==> config.mk <==
export PLATFORM = sky130hd
export DESIGN_NAME = pcx2mb_fifo_ctl
export DESIGN_NICKNAME = d
export VERILOG_FILES = /design/src/rtl/pcx2mb_fifo_ctl.sv
export SDC_FILE = /design/constraint.sdc
export NUM_CORES = 1
export LEC_CHECK = 0
export CAP_MARGIN = 10
export CELL_PAD_IN_SITES_DETAIL_PLACEMENT = 1
export CELL_PAD_IN_SITES_GLOBAL_PLACEMENT = 2
export CORE_MARGIN = 2
export CORE_UTILIZATION = 24
export DETAILED_ROUTE_END_ITERATION = 10
export PLACE_DENSITY = 0.87
export SETUP_SLACK_MARGIN = 0.02
export SYNTH_ARGS = -nofsm -noshare
export SYNTH_HDL_FRONTEND = slang
export SYNTH_SLANG_ARGS = --single-unit
==> constraint.sdc <==
create_clock -name rclk -period 4.7 [get_ports rclk]
set_input_delay 0.47 -clock rclk [delete_from_list [all_inputs] [get_ports rclk]]
set_output_delay 0.47 -clock rclk [all_outputs]
set_load 0.02 [all_outputs]
==> src/rtl/pcx2mb_fifo_ctl.sv <==
// PCX-to-MicroBlaze entry-chain sequencer: PA/PX request staging, FSL drain of the head entry, grants, occupancy.
// Optional FSL stall counter is built when PCX2MB_STALL_CNT_EN is defined.
module pcx2mb_fifo_ctl #(
  parameter int DEPTH     = 9,
  parameter int PKT_WORDS = 5,
  parameter int CNT_W     = 4
) (
  input  logic             rclk,
  input  logic             reset,
  input  logic [4:0]       spc_pcx_req_pq,
  input  logic             spc_pcx_atom_pq,
  output logic             any_req_pa,
  output logic [4:0]       req_dest_pa,
  output logic             req_atom_pa,
  output logic             any_req_px,
  output logic [4:0]       req_dest_px,
  output logic             req_atom_px,
  input  logic             head_active,
  input  logic [4:0]       head_dest,
  input  logic             next_active,
  output logic             load_data,
  output logic [2:0]       word_sel,
  output logic             fsl_write,
  output logic             fsl_ctrl,
  input  logic             fsl_full,
  output logic [4:0]       pcx_spc_grant_px,
  output logic [CNT_W-1:0] occupancy,
  output logic             buf_full,
  output logic             ovf_err,
  output logic [15:0]      stall_cnt
);

  typedef enum logic {IDLE = 1'b0, SEND = 1'b1} state_t;

  localparam logic [2:0]       LAST_WORD = 3'(PKT_WORDS - 1);
  localparam logic [CNT_W-1:0] DEPTH_C   = CNT_W'(DEPTH);

  state_t     state, state_nxt;
  logic [2:0] word_sel_nxt;
  logic       occ_inc;

  // PA stage
  always_ff @(posedge rclk or posedge reset) begin
    if (reset) begin
      any_req_pa  <= 1'b0;
      req_dest_pa <= '0;
      req_atom_pa <= 1'b0;
    end else begin
      any_req_pa  <= |spc_pcx_req_pq;
      req_dest_pa <= spc_pcx_req_pq;
      req_atom_pa <= spc_pcx_atom_pq;
    end
  end

  // PX stage
  always_ff @(posedge rclk or posedge reset) begin
    if (reset) begin
      any_req_px  <= 1'b0;
      req_dest_px <= '0;
      req_atom_px <= 1'b0;
    end else begin
      any_req_px  <= any_req_pa;
      req_dest_px <= req_dest_pa;
      req_atom_px <= req_atom_pa;
    end
  end

  always_ff @(posedge rclk or posedge reset) begin
    if (reset) begin
      state    <= IDLE;
      word_sel <= '0;
    end else begin
      state    <= state_nxt;
      word_sel <= word_sel_nxt;
    end
  end

  always_comb begin
    state_nxt    = state;
    word_sel_nxt = word_sel;
    fsl_write    = 1'b0;
    load_data    = 1'b0;
    case (state)
      IDLE: begin
        word_sel_nxt = '0;
        if (head_active) state_nxt = SEND;
      end
      SEND: begin
        fsl_write = ~fsl_full;
        if (fsl_write) begin
          if (word_sel == LAST_WORD) begin
            // Pop on the last accepted word; chain straight into the next packet if present.
            load_data    = 1'b1;
            word_sel_nxt = '0;
            state_nxt    = next_active ? SEND : IDLE;
          end else begin
            word_sel_nxt = word_sel + 3'd1;
          end
        end
      end
      default: state_nxt = IDLE;
    endcase
  end

  assign fsl_ctrl = fsl_write & (word_sel == 3'd0);

  always_ff @(posedge rclk or posedge reset) begin
    if (reset) pcx_spc_grant_px <= '0;
    else       pcx_spc_grant_px <= load_data ? head_dest : 5'b0;
  end

  // The second half of an atomic pair lands one cycle after the first, unless a new PA request collides.
  assign occ_inc = any_req_pa | (any_req_px & req_atom_px & ~any_req_pa);

  always_ff @(posedge rclk or posedge reset) begin
    if (reset) begin
      occupancy <= '0;
      ovf_err   <= 1'b0;
    end else begin
      case ({occ_inc, load_data})
        2'b10: begin
          if (occupancy == DEPTH_C) ovf_err   <= 1'b1;
          else                      occupancy <= occupancy + CNT_W'(1);
        end
        2'b01:   occupancy <= occupancy - CNT_W'(1);
        default: occupancy <= occupancy;
      endcase
    end
  end

  assign buf_full = (occupancy == DEPTH_C);

`ifdef PCX2MB_STALL_CNT_EN
  logic [15:0] stall_q;

  always_ff @(posedge rclk or posedge reset) begin
    if (reset) begin
      stall_q <= '0;
    end else if ((state == SEND) && fsl_full && (stall_q != 16'hFFFF)) begin
      stall_q <= stall_q + 16'd1;
    end
  end

  assign stall_cnt = stall_q;
`else
  assign stall_cnt = 16'h0;
`endif

endmodule

==> results of run 1 <==
## metal layers
metal  vias to the layer above  GRT usage, %  part of all wire [%]
met5                         -             0                     0
met4                         0         4.762                   1.7
met3                         5         5.420                    13
met2                        40         17.16                    48
met1                       405         11.98                    38
li1                        375             -                     -
## final cells by class
type                            count  area (µm²)  area share (%)
Sequential cell                    28       700.7           40.97
Tap cell                           67       83.83           4.901
Inverter                            4       15.01          0.8778
Clock buffer                        4       55.05           3.219
Multi-Input combinational cell     62       395.4           23.12
Timing Repair Buffer               46       460.4           26.92
## worst max-delay path: stages
cell	delay [ns]
sky130_fd_sc_hd__clkdlybuf4s50_1	0.53
sky130_fd_sc_hd__and4b_4	0.50
sky130_fd_sc_hd__clkdlybuf4s50_1	0.64
## state kept, by name, summed over array words and instances, names as in the netlist, 3 cells and up
register / cells
word_sel: 3
occupancy: 4
req_dest_px: 5
req_dest_pa: 5
pcx_spc_grant_px: 5
## cells in the final DEF (no fill, tap or decap), drive strengths merged, types with 2 or more instances in the layout
cell type / instances
clkbuf: 4
nor3: 2
o21ai: 2
xnor2: 3
dfrtp: 28
inv: 4
a21oi: 4
nand2: 6
and2: 6
clkdlybuf4s50: 46
nor2: 6
conb: 16
ha: 3
## worst min-delay path by stage
stage	to	startpoint	slack, ns	depth (start not counted)
floorplan	req_atom_px	req_atom_pa	0.49	0
global placement	req_dest_px[3]	req_dest_pa[3]	0.36	0
detailed placement	req_atom_px	req_atom_pa	0.37	0
CTS	req_atom_px	req_atom_pa	0.39	0
global route	req_atom_px	req_atom_pa	0.40	0
finish	req_atom_px	req_atom_pa	0.39	0
## where the power goes
part	internal, mW	switching [mW]
sequential	0.282	0.0522
combinational	0.155	0.163
clock	0.0750	0.0730
total	0.512	0.288
## metrics by stage
step,cell area [µm²],total power [mW],hold WS (ns),std cells
floorplan,1242,0.5235,0.4936,111
CTS,1710,0.8132,0.3932,211
global placement,1655,0.6442,0.3592,207
finish,1710,0.8001,0.3914,211
global route,1710,0.8579,0.4001,211
detailed placement,1655,0.6617,0.3665,207
## cell families after synthesis
kind of cell	synth area share, %
muxes	0.9493
and+or+nand+nor	13.71
other	0.3162
AOI/OAI and AO/OA	7.491
DFF	59.07
xor gates and xnor gates	2.954
buffers and inverters	12.34
adders and majority gates	3.165
## synthesized netlist by cell type (2+ instances only)
master / n / area [µm²]
sky130_fd_sc_hd__a21oi_1: 3 / 15.01
sky130_fd_sc_hd__and2_2: 5 / 37.54
sky130_fd_sc_hd__buf_4: 16 / 120.1
sky130_fd_sc_hd__dfrtp_1: 28 / 700.7
sky130_fd_sc_hd__ha_1: 3 / 37.54
sky130_fd_sc_hd__inv_1: 4 / 15.01
sky130_fd_sc_hd__nand2_1: 5 / 18.77
sky130_fd_sc_hd__nor2_1: 6 / 22.52
sky130_fd_sc_hd__nor3_1: 2 / 10.01
sky130_fd_sc_hd__o21ai_0: 2 / 10.01
sky130_fd_sc_hd__xnor2_1: 3 / 26.28
==> results, run 1 <==
- The number of enable-type register cells in the synthesized netlist is 0.
- Once layout is complete, the utilization of the core stands at 35.97%.
- The depth of the CTS H-tree is 1.
- The unique cell type count in the Yosys netlist is 30.
- After clock tree synthesis, the clock-pin slew on the worst setup and hold paths is 0.09 ns.
- The die boundary width is 74.30 µm.
- Dividing total power by cell area gives a power density of 467.8 nW/µm².
- The leading register cell type out of synthesis is sky130_fd_sc_hd__dfrtp_1.
- The area of the core is 4755 µm².
- The via count of the first global-routing pass was 907.
- Synthesis handed over a netlist of 96 instances.
- For the final database, setup skew stands at 0.004374 ns.
- The end of the worst register-to-register path is occupancy[2].
- The number of sinks on the clock net is 28.
- The worst setup margin is 2.094 ns.
- The share of synthesized flip-flops with an asynchronous set or reset is 100.0%.
- Summed over all layers, the routed wires come to 2639 µm.
- The area added between synthesis and finish is 44.20%.
- For this run, the post-layout net count is 164.
- The critical path ends at load_data.
- The first global-routing pass estimated 4353 µm of wire.
- The relative max-transition margin is 30.66%.
- The initialized floorplan defines 25 standard-cell rows.
- Summing over every cut layer, the via total after detailed routing is 825.
- TritonCTS built the clock tree.
- The maximum clock frequency is 383.7 MHz.
- The number of clock buffers added by TritonCTS is 3.
- After detailed routing, the number of vias per cell comes to 3.910.
- Entering global routing, the biggest net connects 29 pins.
- The sequential fraction of the synthesis area is 59.07%.
- In the finished design, the share of the clock period the worst path needs comes to 55.45%.
- The worst setup path category is input port to output port.
- The mean cell area of the mapped netlist is 12.36 µm².
- The number of pins exceeding their max-slew limit in the final report is 0.
- The nature of the critical path endpoint is an output port.
- The run finished with clean final reports.
- The startpoint of the lowest-slack register-to-register path is word_sel[0].
- After detailed routing, the number of remaining DRC violations is 0.
- Setup repair after global routing left no endpoint under its margin.
- The number of gates resized after CTS was 0.
- The die covers 5520 µm².
- For the pin with the worst max-slew slack, the measured transition is 1.039 ns.
- The final period demand of the worst path is 2.606 ns.
- The average routed wire per standard cell is 12.51 µm.
- The initial DRC count is 18.
- The global routing usage summed across all routing layers is 10.69%.
- For flop-to-flop paths, the worst setup slack is 2.58 ns.
- The number of detailed-route iterations in the first pass is 2.
- The clock reaches the later pin of the worst-skew pair after 0.27 ns.
- Across the VDD grid, the largest voltage drop is 0.1726 mV.
- The count of buffers inserted at the top-level ports is 46.
- The path class of the tightest hold or removal check is flip-flop to flip-flop.
- The number of buffers inserted by hold repair at cts is 0.
- The number of synthesized register bits is 28.
- Once the floorplan was initialized, standard cells occupied 24.95% of the core.
- Clock tree synthesis selected as its root buffer the cell sky130_fd_sc_hd__clkbuf_8.
- The die is 74.30 µm tall.
- The number of antenna violations at the first check in global routing came to 0.
- The hold violation count in the final report was 0.
- The HPWL after detailed placement is 2032 µm.
- At the end of routability-driven placement, the weighted congestion stood at 0.7379.
- The top-level port count is 63.
- Along the worst path, the maximum fanout reaches 13.
- The worst setup path is launched from an input port.
- No sink is reached through more buffers than the 2 on the longest clock path.
- Data on the critical path arrives at its endpoint at 2.14 ns.
- The most critical setup path has its startpoint at fsl_full.
- The number of cells traversed by the worst register-to-register path is 9.
- Global routing finished with a remaining overflow of 0.
- The mapped cell area is 1186 µm².
- The number of antenna diodes in the final layout is 0.
- Before CTS, the worst setup slack after placement is 2.100 ns.
- The count of endpoints failing setup in the final report is 0.
- The remaining antenna violation count after routing is 0.
- Of the cells placed in the final design, the portion with a size suffix greater than 1 is 9.722%.
- The static power due to leakage is 0.7373 nW.
- The required time at the endpoint of the critical path is 4.23 ns.
- The number of warnings issued by yosys is 0.
- The number of fill cells in the layout is 544.
- Across the run, the number of max-cap violations was 0.
- The summed negative setup slack over all endpoints is 0 ns.
- The number of buffers added for setup after CTS is 0.
No activity file was read; power rests on OpenSTA's default activity.
==> run 2, diff against run 1 <==
--- a/config.mk
+++ b/config.mk
@@ -9,9 +9,9 @@
 export CELL_PAD_IN_SITES_DETAIL_PLACEMENT = 1
 export CELL_PAD_IN_SITES_GLOBAL_PLACEMENT = 2
 export CORE_MARGIN = 2
-export CORE_UTILIZATION = 24
+export CORE_UTILIZATION = 20
 export DETAILED_ROUTE_END_ITERATION = 10
-export PLACE_DENSITY = 0.87
+export PLACE_DENSITY = 0.78
 export SETUP_SLACK_MARGIN = 0.02
 export SYNTH_ARGS = -nofsm -noshare
 export SYNTH_HDL_FRONTEND = slang
==> constraint.sdc (replaced) <==
create_clock -name rclk -period 2.14 [get_ports rclk]
set_input_delay 0.214 -clock rclk [delete_from_list [all_inputs] [get_ports rclk]]
set_output_delay 0.214 -clock rclk [all_outputs]
set_load 0.02 [all_outputs]
==> run 2 against run 1 <==
Compared with the run above:
- hold slack got worse by 0.095 ns
- first-iteration DRC count shrank 72%
- wire length fell by 2.4%
- critical path type is now flip-flop to output port
- largest power group unchanged
==> results, run 2 (synthesis results as in run 1) <==
- The power per cell area is 1044 nW/µm² (+120%).
- The hold slack was 0.2961 ns (-0.09522 ns).
- The maximum VDD drop came to 0.4166 mV (+140%).
- The max-cap check violation count is 0 (unchanged).
- The static power due to leakage is 0.7626 nW (+3.4%).
- The total vias in the final route is 822 (-0.36%).
- The summed negative setup slack over all endpoints was 0 ns (unchanged).
- The total detailed-routing wirelength is 2575 µm (-2.4%).
- In this run the clock root is driven by a sky130_fd_sc_hd__clkbuf_8.
- The via count of the first global-routing pass is 805 (-11%).
- The detail-routed via count per cell came to 3.703 (-5.3%).
- The number of pins exceeding their max-slew limit in the final report is 0 (unchanged).
- The flow ran to the end, and the final reports show no timing, DRC or antenna violations.
- The worst clock skew came to 0.002703 ns (-0.001671 ns).
- The number of antenna cells inserted is 0 (unchanged).
- The count of endpoints failing setup in the final report is 0 (unchanged).
- The tightest min-delay check is of the input port to asynchronous set/reset pin type.
- The TritonCTS clock tree is done.
- The maximum clock frequency is 507.1 MHz.
- The kind of cell with the highest combined delay on the critical path is buffers and inverters.
- The height of the chip is 81.01 µm (+9.0%).
- The buffer and inverter count on the worst path came to 1 (-1).
- The buffer depth of the longest clock path is 2 (unchanged).
- Setup repair after global routing left no endpoint under its margin.
- The area of the core is 5816 µm² (+22%).
- The number of buffers added for setup after CTS is 0 (unchanged).
- The maximum fanout along the worst path is 7 (-6).
- The worst setup path is of the flip-flop to output port kind.
- The number of nets in the final layout is 167 (+1.8%).
- The cell area after placement is 1688 µm² (+2.0%).
- The average routed wire per standard cell is 11.60 µm (-7.3%).
- Traced cell by cell, the critical path runs through and4bb_1 > clkdlybuf4s50_1.
- The HPWL after detailed placement was 1972 µm (-2.9%).
- The starting density of the core was 20.40% (-4.6 points).
- The die boundary width is 81.01 µm (+9.0%).
- The number of resized instances in the post-cts repair step is 1 (+1).
- The area of all placed cells without fillers came to 1760 µm² (+2.9%).
- The count of buffers inserted at the top-level ports is 46 (unchanged).
- The initial DRC count is 5 (-13).
- The top-level port count is 63 (unchanged).
- The area growth from synthesis to layout is 48.42%.
- The worst setup path is launched from a flip-flop.
- The critical path's largest stage delay is 0.63 ns (about the same).
- The number of buffers inserted by hold repair at cts came to 0 (unchanged).
- The depth of the CTS H-tree is 1 (unchanged).
- The library cells used most frequently in the layout, excluding fill and tap cells, are sky130_fd_sc_hd__clkdlybuf4s50_1, sky130_fd_sc_hd__dfrtp_1, sky130_fd_sc_hd__conb_1.
- The critical path data arrival time is 1.76 ns (-0.38 ns).
- The worst setup path is captured at an output port.
- The global-route wire length before repair is 3933 µm (-9.6%).
- The final worst-path cycle share is 92.16%.
- The fraction of final layout cells with drive strength greater than 1 is 12.24% (+2.5 points).
- The required time at the endpoint of the critical path is 1.93 ns (-2.30 ns).
- The number of antenna violations at the first check in global routing came to 0 (unchanged).
- The TritonCTS buffer count came to 3 (unchanged).
- The clock latency at the later pin of the worst-skew pair was 0.27 ns (about the same).
- The number of sinks on the clock net is 28 (unchanged).
- The remaining antenna violation count after routing is 0 (unchanged).
- The most common library cell in the layout ignoring fill and taps is sky130_fd_sc_hd__clkdlybuf4s50_1.
- The number of fill cells in the layout is 673 (+24%).
- The largest registers in the layout are pcx_spc_grant_px x5, req_dest_pa x5, req_dest_px x5.
- The remaining global-route overflow came to 0 (unchanged).
- The hold violation count in the final report was 0 (unchanged).
- The weighted congestion at the end of routability-driven global placement is 0.6582 (-11%).
- The clock transition time at the flip-flop clock pins of the worst setup and hold paths is 0.10 ns (about the same).
- The number of detailed-route iterations in the first pass came to 4 (+2).
- The slowest stage of the critical path belongs to the cell sky130_fd_sc_hd__clkdlybuf4s50_1.
- For the finished layout, the period the worst path requires is 1.972 ns.
- The count of standard-cell rows is 28 (+12%).
- The die outline area is 6563 µm² (+19%).
- The global routing usage summed across all routing layers is 7.932% (-2.8 points).
- The largest net degree at the start of global routing is 29 (unchanged).
- The remaining design rule violation count is 0 (unchanged).
[run 2: final cells by class]
type / instances / area (µm²) / area share, %
sequential: 28 / 700.7 / 39.80
tap: 75 / 93.84 / 5.330
timing repair buffer: 49 / 481.7 / 27.36
clock buffer: 3 / 41.29 / 2.345
inverter: 4 / 15.01 / 0.8529
multi-input combinational: 62 / 397.9 / 22.60
clock inverter: 1 / 30.03 / 1.706
[run 2: through the flow]
| step | utilization, % | power [mW] | setup WS, ns | cells |
|---|---|---|---|---|
| floorplan | - | 1.150 | 0.1381 | 111 |
| global placement | 29.02 | 1.430 | 0.2081 | 218 |
| detailed placement | 29.02 | 1.442 | 0.1483 | 218 |
| CTS | 30.23 | 1.862 | 0.1209 | 222 |
| global route | 30.27 | 1.962 | 0.04168 | 222 |
| finish | 30.27 | 1.838 | 0.1679 | 222 |
[run 2: final timing paths]
path,start,end,slack [ns],cells after the start
worst max-delay path,occupancy[1],buf_full,0.17,2
worst min-delay path,reset,req_dest_px[4],0.30,3
worst max register to register,word_sel[0],occupancy[2],0.21,9
worst min register to register,req_dest_pa[0],req_dest_px[0],0.39,0
max in group asynchronous,reset,pcx_spc_grant_px[1],1.57,3
min in group rclk,spc_pcx_atom_pq,req_atom_pa,0.38,1
[run 2: worst min-delay path: stages]
cell and delay, ns:
sky130_fd_sc_hd__clkdlybuf4s50_1 0.39, sky130_fd_sc_hd__inv_1 0.05, sky130_fd_sc_hd__buf_4 0.33
[run 2: routing by layer]
layer | GRT usage (%) | share of wire, %
met3 | 3.333 | 8.9
met1 | 9.507 | 41
met2 | 12.89 | 50
met5 | 0 | 0
met4 | 2.542 | 0.78
[run 2: where the power goes]
group          internal [mW]  switching [mW]  total [mW]
Combinational          0.345           0.336       0.681
Sequential             0.619           0.119       0.738
Clock                  0.250           0.169       0.419
Total                   1.21           0.623        1.84
==> RTL change: new RTL, config.mk and constraints of run 2 <==
The option `PCX2MB_STALL_CNT_EN` is turned on by a define.
--- a/src/rtl/pcx2mb_fifo_ctl.sv
+++ b/src/rtl/pcx2mb_fifo_ctl.sv
@@ -1,4 +1,6 @@
 // PCX-to-MicroBlaze entry-chain sequencer: PA/PX request staging, FSL drain of the head entry, grants, occupancy.
 // Optional FSL stall counter is built when PCX2MB_STALL_CNT_EN is defined.
+`define PCX2MB_STALL_CNT_EN
+
 module pcx2mb_fifo_ctl #(
   parameter int DEPTH     = 9,
Check against the original RTL: not equivalent (a bounded check fails within 4 cycles, from zero or initial values and one cycle with reset high).
==> RTL change against run 2 <==
  * Area after synthesis is 60% higher
  * Critical path depth grew 8
  * Clock skew rose by 8.1 ps
  * Power up 60%
  * Worst setup slack got worse by 47 ps
  * Register-to-register slack got worse by 90 ps
  * Routed wire length grew 79%
  * Final area up 61%
  * Sequential cell count is 16 higher
  * Combinational power increased by 59%
  * Largest cell class unchanged
==> RTL change: results (changes against run 2) <==
[place]
port_buffers = 62  ; +35%
gp_congestion = 0.745  ; +13%
dp_slack_ps = 67.0  ; -81.3 ps

[setup_path]
rr_worst_depth = 10  ; +1
path_max_fanout = 6  ; -1
critPathSlowestCell = dfrtp_1
worst-r2r-setup-slack_ps = 120  ; -90 ps
cpLargestDelayFamily = simple AND/OR/NAND/NOR gates

[clock_tree]
h-tree-depth = 2  ; +1
cts_made_buffers = 5  ; +2
worstSkewPairLatency_ps = 300  ; +30 ps

[power_and_ir_drop]
irDropWorstVdd_uv = 531  ; +27%

[synth]
synth_fa_ha_area_share_pct = 2.64  ; -0.53 points
synthMuxAreaShare_pct = 3.23  ; +2.3 points
synth_cells = 152  ; +58%
synthXorXnorAreaFrac_pct = 6.92  ; +4.0 points

[route]
wirelength_mm = 4.62  ; +79%
vias_per_cell = 4.01  ; +8.3%
drt_iter0_drc = 11  ; +6

[timing]
finClkSkew_ps = 10.8  ; +8.11 ps

[status]
outcome = complete, no violations

[global_routing]
grt_max_degree = 25  ; -14%
grt_pass1_wl_mm = 7.83  ; +99%
grt_util_all_layers_pct = 9.64  ; +1.7 points

[layout]
fin_nets = 245  ; +47%

-- RTL change: changes by cell type after synthesis, moves of 3 or more --
cell,before,now
and2_1,1,5
buf_4,16,0
nand4b_1,0,3
nand2_1,5,10
and2_2,5,0
xnor2_1,3,9
xor2_1,1,6
dfrtp_1,28,44
nand3_1,1,7
nand4_1,0,5
-- RTL change: metal layers --
metal | vias to the layer above | part of all wire, % | track usage (%)
li1 | 687 | - | -
met1 | 688 | 44 | 12.5
met2 | 45 | 46 | 14.7
met3 | 4 | 9.0 | 4.55
met4 | 0 | 0.63 | 2.18
met5 | - | 0 | 0
-- RTL change: logic make-up (layout without fill, tap and decap cells) --
logic type                 count (synthesis)  after routing
AOI/OAI and AO/OA                         16             16
xor gates and xnor gates                  15             15
adders and majority gates                  4              4
buffers and inverters                      7             81
DFF                                       44             44
muxes                                      5              5
and+or+nand+nor                           61             61
-- RTL change: worst min path at each step --
stage | endpoint | start | slack (ps)
5_1_grt | req_dest_px[2] | reset | 300
3_5_place_dp | req_dest_px[4] | req_dest_pa[4] | 360
6_report | req_dest_px[1] | reset | 270
3_3_place_gp | req_dest_px[4] | req_dest_pa[4] | 360
4_1_cts | pcx_spc_grant_px[2] | reset | 290
2_1_floorplan | req_atom_pa | spc_pcx_atom_pq | 250
-- RTL change: final cells by class --
cell class,count,area [um^2],share of cell area [%]
multi-input cells,101,766,26.9
flip-flops and latches,44,1100,38.7
repair buffers,68,677,23.8
inverters,5,21.3,0.749
well taps,129,161,5.68
clock inverters,3,46.3,1.63
clock buffers,5,68.8,2.42
-- RTL change: repair_timing --
action / 4_1_cts / 5_1_grt
gates resized for setup: 1 / 3
hold buffers: 0 / 0
endpoints found under the setup margin: 1 / 2
cloned: 0 / 0
buffers inserted: 0 / 1
-- RTL change: report_power, final --
| group | switching [mW] | internal (mW) | total (mW) |
|---|---|---|---|
| clock | 0.310 | 0.352 | 0.662 |
| combinational | 0.523 | 0.557 | 1.08 |
| sequential | 0.210 | 0.986 | 1.20 |
-- RTL change: metrics by stage --
stage / instance area, um^2 / setup TNS (ps) / hold slack [ps]
after detailed placement: 2710 / 0 / 363
after global placement: 2710 / 0 / 364
after global routing: 2840 / -60.1 / 302
after CTS: 2820 / 0 / 287
after floorplan: 1900 / 0 / 245
final: 2840 / 0 / 274
